<file path="src/rtl/hovalaag_sequencer_pkg.sv">
// Shared constants for the Hovalaag step sequencer: state codes, one-hot CPU
// phase selects, load phase count and wrapper status bit positions.
package hovalaag_sequencer_pkg;

   localparam logic [3:0] ST_IDLE  = 4'd0;
   localparam logic [3:0] ST_FETCH = 4'd1;
   localparam logic [3:0] ST_LATCH = 4'd2;
   localparam logic [3:0] ST_LOAD  = 4'd3;
   localparam logic [3:0] ST_EXEC  = 4'd4;
   localparam logic [3:0] ST_RD_ST = 4'd5;
   localparam logic [3:0] ST_RD_PC = 4'd6;
   localparam logic [3:0] ST_RD_OL = 4'd7;
   localparam logic [3:0] ST_RD_OH = 4'd8;
   localparam logic [3:0] ST_POST  = 4'd9;
   localparam logic [3:0] ST_OWAIT = 4'd10;

   localparam int LOAD_PHASES = 9;

   localparam logic [9:0] CA_INSTR0 = 10'h001;
   localparam logic [9:0] CA_EXEC   = 10'h020;
   localparam logic [9:0] CA_IN1_LO = 10'h040;
   localparam logic [9:0] CA_IN1_HI = 10'h080;
   localparam logic [9:0] CA_IN2_LO = 10'h100;
   localparam logic [9:0] CA_IN2_HI = 10'h200;

   localparam int STAT_IN1_ADV = 0;
   localparam int STAT_IN2_ADV = 1;
   localparam int STAT_OUT1    = 2;
   localparam int STAT_OUT2    = 3;

   // Phases 0..3 load the input slices (bits 6..9), phases 4..8 the instruction slices (bits 0..4).
   function automatic logic [9:0] load_phase_addr(input logic [3:0] phase);
      if (phase < 4'd4) return CA_IN1_LO << phase;
      return CA_INSTR0 << (phase - 4'd4);
   endfunction

endpackage

</file>
<file path="src/rtl/hovalaag_sequencer.sv">
// Drives one Hovalaag CPU step per 17 cycles: fetch, load wrapper, exec, read back, pop/push streams.
// A pending output holds the sequencer in OWAIT until out_ready; run only gates the start of a step.
module hovalaag_sequencer
   import hovalaag_sequencer_pkg::*;
(
   input  logic        i_clk,
   input  logic        i_reset,
   input  logic        i_run,
   output logic [7:0]  o_rom_addr,
   output logic        o_rom_en,
   input  logic [31:0] i_rom_data,
   input  logic [11:0] i_in1_data,
   input  logic        i_in1_valid,
   output logic        o_in1_ready,
   input  logic [11:0] i_in2_data,
   input  logic        i_in2_valid,
   output logic        o_in2_ready,
   output logic [11:0] o_out_data,
   output logic        o_out_sel,
   output logic        o_out_valid,
   input  logic        i_out_ready,
   output logic [9:0]  o_cpu_addr,
   output logic [5:0]  o_cpu_in,
   input  logic [7:0]  i_cpu_out,
   output logic        o_busy,
   output logic        o_underflow,
   output logic [15:0] o_steps
);

   logic [3:0]  r_state;
   logic [3:0]  r_phase;
   logic [7:0]  r_pc;
   logic [7:0]  r_pc_new;
   logic [15:0] r_steps;
   logic [31:0] r_instr;
   logic [11:0] r_in1;
   logic [11:0] r_in2;
   logic [3:0]  r_status;
   logic [11:0] r_out;
   logic        r_out_sel;
   logic        r_underflow;

   logic [3:0]  w_state_nxt;
   logic [11:0] w_in1;
   logic [11:0] w_in2;
   logic        w_uf_now;
   logic        w_has_out;
   logic        w_step_done;
   logic        w_last_phase;

   assign w_in1        = i_in1_valid ? i_in1_data : 12'd0;
   assign w_in2        = i_in2_valid ? i_in2_data : 12'd0;
   assign w_has_out    = r_status[STAT_OUT1] | r_status[STAT_OUT2];
   assign w_last_phase = (r_phase == 4'(LOAD_PHASES - 1));
   assign w_uf_now     = (r_state == ST_POST) &&
                         ((r_status[STAT_IN1_ADV] && !i_in1_valid) ||
                          (r_status[STAT_IN2_ADV] && !i_in2_valid));
   assign w_step_done  = ((r_state == ST_POST) && !w_has_out) ||
                         ((r_state == ST_OWAIT) && i_out_ready);

   always_comb begin
      w_state_nxt = r_state;
      case (r_state)
         ST_IDLE:  if (i_run && !r_underflow) w_state_nxt = ST_FETCH;
         ST_FETCH: w_state_nxt = ST_LATCH;
         ST_LATCH: w_state_nxt = ST_LOAD;
         ST_LOAD:  if (w_last_phase) w_state_nxt = ST_EXEC;
         ST_EXEC:  w_state_nxt = ST_RD_ST;
         ST_RD_ST: w_state_nxt = ST_RD_PC;
         ST_RD_PC: w_state_nxt = ST_RD_OL;
         ST_RD_OL: w_state_nxt = ST_RD_OH;
         ST_RD_OH: w_state_nxt = ST_POST;
         ST_POST:  if (w_has_out) w_state_nxt = ST_OWAIT;
         ST_OWAIT: ;
         default:  w_state_nxt = ST_IDLE;
      endcase
      // An underflow in this very POST must already block the restart.
      if (w_step_done)
         w_state_nxt = (i_run && !(r_underflow || w_uf_now)) ? ST_FETCH : ST_IDLE;
   end

   always_ff @(posedge i_clk) begin
      if (i_reset) begin
         r_state     <= ST_IDLE;
         r_phase     <= 4'd0;
         r_pc        <= 8'd0;
         r_pc_new    <= 8'd0;
         r_steps     <= 16'd0;
         r_instr     <= 32'd0;
         r_in1       <= 12'd0;
         r_in2       <= 12'd0;
         r_status    <= 4'd0;
         r_out       <= 12'd0;
         r_out_sel   <= 1'b0;
         r_underflow <= 1'b0;
      end else begin
         r_state <= w_state_nxt;
         case (r_state)
            ST_LATCH: begin
               r_instr <= i_rom_data;
               r_phase <= 4'd0;
            end
            ST_LOAD: begin
               r_phase <= r_phase + 4'd1;
               if (r_phase == 4'd0) begin
                  r_in1 <= w_in1;
                  r_in2 <= w_in2;
               end
            end
            ST_RD_PC: r_status   <= i_cpu_out[3:0];
            ST_RD_OL: r_pc_new   <= i_cpu_out;
            ST_RD_OH: r_out[7:0] <= i_cpu_out;
            ST_POST: begin
               r_out[11:8] <= i_cpu_out[3:0];
               r_out_sel   <= !r_status[STAT_OUT1];
            end
            default: ;
         endcase
         if (w_uf_now) r_underflow <= 1'b1;
         if (w_step_done) begin
            r_steps <= r_steps + 16'd1;
            r_pc    <= r_pc_new;
         end
      end
   end

   // Read-back cycles re-drive the same input slice so the wrapper's input registers hold.
   always_comb begin
      o_cpu_addr = 10'd0;
      o_cpu_in   = 6'd0;
      case (r_state)
         ST_LOAD: begin
            o_cpu_addr = load_phase_addr(r_phase);
            case (r_phase)
               4'd0:    o_cpu_in = w_in1[5:0];
               4'd1:    o_cpu_in = r_in1[11:6];
               4'd2:    o_cpu_in = r_in2[5:0];
               4'd3:    o_cpu_in = r_in2[11:6];
               4'd4:    o_cpu_in = r_instr[5:0];
               4'd5:    o_cpu_in = r_instr[11:6];
               4'd6:    o_cpu_in = r_instr[17:12];
               4'd7:    o_cpu_in = r_instr[23:18];
               default: o_cpu_in = r_instr[29:24];
            endcase
         end
         ST_EXEC: begin
            o_cpu_addr = CA_EXEC;
            o_cpu_in   = {4'b0000, r_instr[31:30]};
         end
         ST_RD_ST: begin
            o_cpu_addr = CA_IN1_LO;
            o_cpu_in   = r_in1[5:0];
         end
         ST_RD_PC: begin
            o_cpu_addr = CA_IN1_HI;
            o_cpu_in   = r_in1[11:6];
         end
         ST_RD_OL: begin
            o_cpu_addr = CA_IN2_LO;
            o_cpu_in   = r_in2[5:0];
         end
         ST_RD_OH: begin
            o_cpu_addr = CA_IN2_HI;
            o_cpu_in   = r_in2[11:6];
         end
         default: ;
      endcase
   end

   assign o_rom_addr  = r_pc;
   assign o_rom_en    = (r_state == ST_FETCH);
   assign o_in1_ready = (r_state == ST_POST) && r_status[STAT_IN1_ADV] && i_in1_valid;
   assign o_in2_ready = (r_state == ST_POST) && r_status[STAT_IN2_ADV] && i_in2_valid;
   assign o_out_valid = (r_state == ST_OWAIT);
   assign o_out_data  = r_out;
   assign o_out_sel   = r_out_sel;
   assign o_busy      = (r_state != ST_IDLE);
   assign o_underflow = r_underflow;
   assign o_steps     = r_steps;

endmodule

</file>
<file path="config.mk">
export PLATFORM = sky130hd
export DESIGN_NAME = hovalaag_sequencer
export DESIGN_NICKNAME = d
export VERILOG_FILES = /design/src/rtl/hovalaag_sequencer_pkg.sv /design/src/rtl/hovalaag_sequencer.sv
export SDC_FILE = /design/constraint.sdc
export NUM_CORES = 1
export LEC_CHECK = 0
export BUFFER_PORTS_ARGS = -buffer_cell sky130_fd_sc_hd__buf_2
export CORE_MARGIN = 4
export CORE_UTILIZATION = 35
export CTS_CLUSTER_SIZE = 24
export DETAILED_ROUTE_END_ITERATION = 7
export GPL_TIMING_DRIVEN = 0
export PLACE_DENSITY = 0.64
export SLEW_MARGIN = 20
export SYNTH_ARGS = -nofsm -noshare
export SYNTH_HDL_FRONTEND = slang
export SYNTH_SLANG_ARGS = --single-unit
</file>
<file path="constraint.sdc">
create_clock -name i_clk -period 2.2 [get_ports i_clk]
set_input_delay 0.44 -clock i_clk [delete_from_list [all_inputs] [get_ports i_clk]]
set_output_delay 0.44 -clock i_clk [all_outputs]
set_load 0.01 [all_outputs]
</file>
==> results.yml <==
critical_path:
  crit_arrival_ns: 2.31
  critPathMaxFanout: 6
  r2r_cells: 10
  required_ns: 1.76
  crit_path_max_incr_delay_ns: 0.38
  reg2reg_setup_slack_ns: 0.34
  slowest_stage: "dfxtp_4"
  timing.critical_path.to_type: "primary output"
  cpLargestDelayFamily: "compound AO/OA/AOI/OAI gates"
  cp.depth: 8
  start_kind: "flop"
  r2r_start: "r_state[3]"
  crit_type: "reg -> out"
  regToRegEndpoint: "r_instr[28]"
  cp_num_buf_inv: 3
  path_cells: "inv_4 > ha_4 > buf_6 > a32o_2 > a222oi_1 > a31oi_1 > a221o_1 > buf_2"
cells_and_area:
  drive_gt1_frac: 0.311
  final_common_cell: "nand2_1"
  utilization: 0.500
  diodes: 0
  layout_common_cells: "nand2_1, buf_2, dfxtp_1"
  nets: 921
  fin_area_um2: 7330
  syn2layout_area_growth_pct: 39.5
  final_cells: 1034
power_and_ir_drop:
  p_per_area_nw_per_um2: 697
  p_seq_frac: 0.422
  p_sw_uw: 1200
  swShare: 0.236
  power_frac_comb: 0.088
  ir_drop_v: 0.000482
  intPower_uw: 3900
  leakagePower_uw: 0.00297
  clockPowerShare: 0.490
clocking:
  path_clk_slew_ns: 0.05
  insertion_delay_ns: 0.41
  cts.path.max_buffers: 2
  clock-root-buffer: "clkbuf_16"
  htree_levels: 4
  cts_sinks: 114
  hold_buffers: 0
  cts_tree: "yes"
  cts_buffers: 17
floorplanning:
  pin_count: 129
  core-area_um2: 14600
  fp.dieH_um: 131
  start_util: 0.359
  placementRows: 44
  die_x_um: 131
  design.die.area_um2: 17000
worst_hold_path:
  hp-start: "i_rom_data[17]"
  hold_end: "r_instr[17]"
  worst_hold_path_type: "in -> reg"
  min_path_cells: 3
logic_synthesis:
  yosysSeqAreaShare: 0.434
  ys_warn_count: 0
  synthesis.instances: 662
  synth_nets: 743
  syn_area_um2: 5250
  syn-mean-instance-area_um2: 7.93
  synth_cell_type_count: 46
  ys_ff_latch: 114
timing:
  slew-limit-headroom: 0.535
  min_period_ns: 2.75
  max_freq_mhz: 364
  fin_hold_ws_ns: 0.268
  worst_pin_slew_ns: 0.698
  setup_tns_ns: -4.11
  worst_slack_ns: -0.549
  grt_setup_unrepaired: "true"
  hold_viol_final: 0
  finalCritPeriodShare: 1.25
  report.final.slew_viol_count: 0
  setup_viol: 16
  fin_worst_skew_ns: 0.00692
grt:
  use_met3: 0.0606
  grt_pass1_vias: 5078
  antenna_found_initial: 0
  grt_pass1_wl_mm: 26.5
  grt_overflow_total: 0
  grt_max_degree: 17
  met1_usage: 0.277
  grt_use_met2: 0.305
  grt_usage: 0.201
  grt_busiest_layer: "met2"
placement:
  gp_congestion: 0.910
  place_hpwl_mm: 12.4
  placed_area_um2: 6120
  portBuffers: 127
  dp_cells: 973
route:
  dr.pass1.iters: 7
  routed_via_density: 5.31
  wl_mm: 17.6
  drt_iter0_drc: 665
  antenna_left: 0
  wl_per_cell_um: 17.0
  route.detailed.drc: 0
  vias: 5494
outcome:
  failed_checks: "setup timing"
  status: "finished with violations"
flow_run:
  max_cap_viol_count: 0
sequential cells by signal, indices dropped and copies added, names as in the netlist:
| register | flops |
|---|---|
| o_out_data | 12 |
| o_out_sel | 1 |
| o_rom_addr | 8 |
| o_steps | 16 |
| o_underflow | 1 |
| r_in1 | 12 |
| r_in2 | 12 |
| r_instr | 32 |
| r_pc_new | 8 |
| r_phase | 4 |
| r_state | 4 |
| r_status | 4 |
synthesized netlist by cell type (all sizes together):
library cell  number  share of area
nand3b             1         0.0014
mux2i              6          0.011
nor2              40          0.029
o21ai             14          0.013
inv                8         0.0057
and4bb             2         0.0048
xor2               2         0.0033
and2               4         0.0048
nand2            160           0.11
nor4b              6          0.013
buf               20          0.022
a21o               1         0.0014
mux4               2         0.0086
nor4               6          0.010
dfxtp            114           0.43
a211oi             1         0.0014
and3               9          0.011
or3                1         0.0012
xnor2             13          0.022
nor3              10          0.010
a31oi              8         0.0095
nand4              6         0.0071
o221ai             1         0.0017
and4               2         0.0033
nor2b              7         0.0083
nor3b              3         0.0043
a221oi             1         0.0017
a21oi             97          0.092
a22o              15          0.025
mux2               1         0.0021
a222oi             7          0.013
ha                11          0.026
nand3             36          0.034
o22ai              2         0.0024
a221o              2         0.0038
a22oi              3         0.0052
clkbuf            33          0.024
a32o               5         0.0095
a32oi              2         0.0033
routing by layer:
| metal | vias to the layer above | part of all wire |
|---|---|---|
| li1 | 2662 | - |
| met1 | 2556 | 0.45 |
| met2 | 242 | 0.45 |
| met3 | 34 | 0.086 |
| met4 | 0 | 0.017 |
| met5 | - | 0 |
per-stage QoR:
stage	power, uW	setup WS, ns
floorplan	2400	0.0330
global placement	2580	-0.580
detailed placement	2580	-0.598
CTS	5100	-0.499
global route	5280	-0.594
finish	5110	-0.549
timing repair:
action,in CTS,in global routing
setup endpoints to repair,18,18
setup buffers,13,22
resized for setup,83,42
pin swaps,19,21
power groups by stage:
stage / clock network [uW] / registers (uW) / logic [uW]
final: 2500 / 2150 / 450
after floorplan: 0 / 2180 / 222
after CTS: 2530 / 2150 / 418
after global routing: 2630 / 2160 / 491
after detailed placement: 0 / 2190 / 385
after global placement: 0 / 2190 / 383
cell type report:
type | count | area (um^2)
clock buffers | 23 | 478
plain buffers | 51 | 335
repair buffers | 161 | 945
multi-input cells | 487 | 2930
inverters | 8 | 45.0
flip-flops and latches | 114 | 2300
well taps | 184 | 230
clock inverters | 6 | 57.6
fillers | 1447 | 7320
worst max path at each step:
stage                          start          end
after global placement    r_phase[1]  o_cpu_in[3]
after global routing      r_phase[1]  o_cpu_in[1]
final                     r_phase[1]  o_cpu_in[1]
after floorplan           r_phase[2]  o_cpu_in[1]
after CTS                 r_phase[0]  o_cpu_in[1]
after detailed placement  r_phase[1]  o_cpu_in[3]
worst min-delay path: stages:
cell and delay [ns]:
buf_2 0.09, nand2_1 0.05, a21oi_1 0.05
cells by family (layout without fill, tap and decap cells):
| family | count (synthesis) | in the layout | synth area share |
|---|---|---|---|
| flip-flops | 114 | 114 | 0.434 |
| adder cells (fa/ha/maj) | 11 | 11 | 0.0262 |
| AND/OR/NAND/NOR | 293 | 293 | 0.257 |
| buffers and inverters | 61 | 249 | 0.0515 |
| XOR/XNOR | 15 | 15 | 0.0250 |
| multiplexers | 9 | 9 | 0.0222 |
| AO/OA/AOI/OAI | 159 | 159 | 0.184 |
Power figures use the tool's default switching activity.
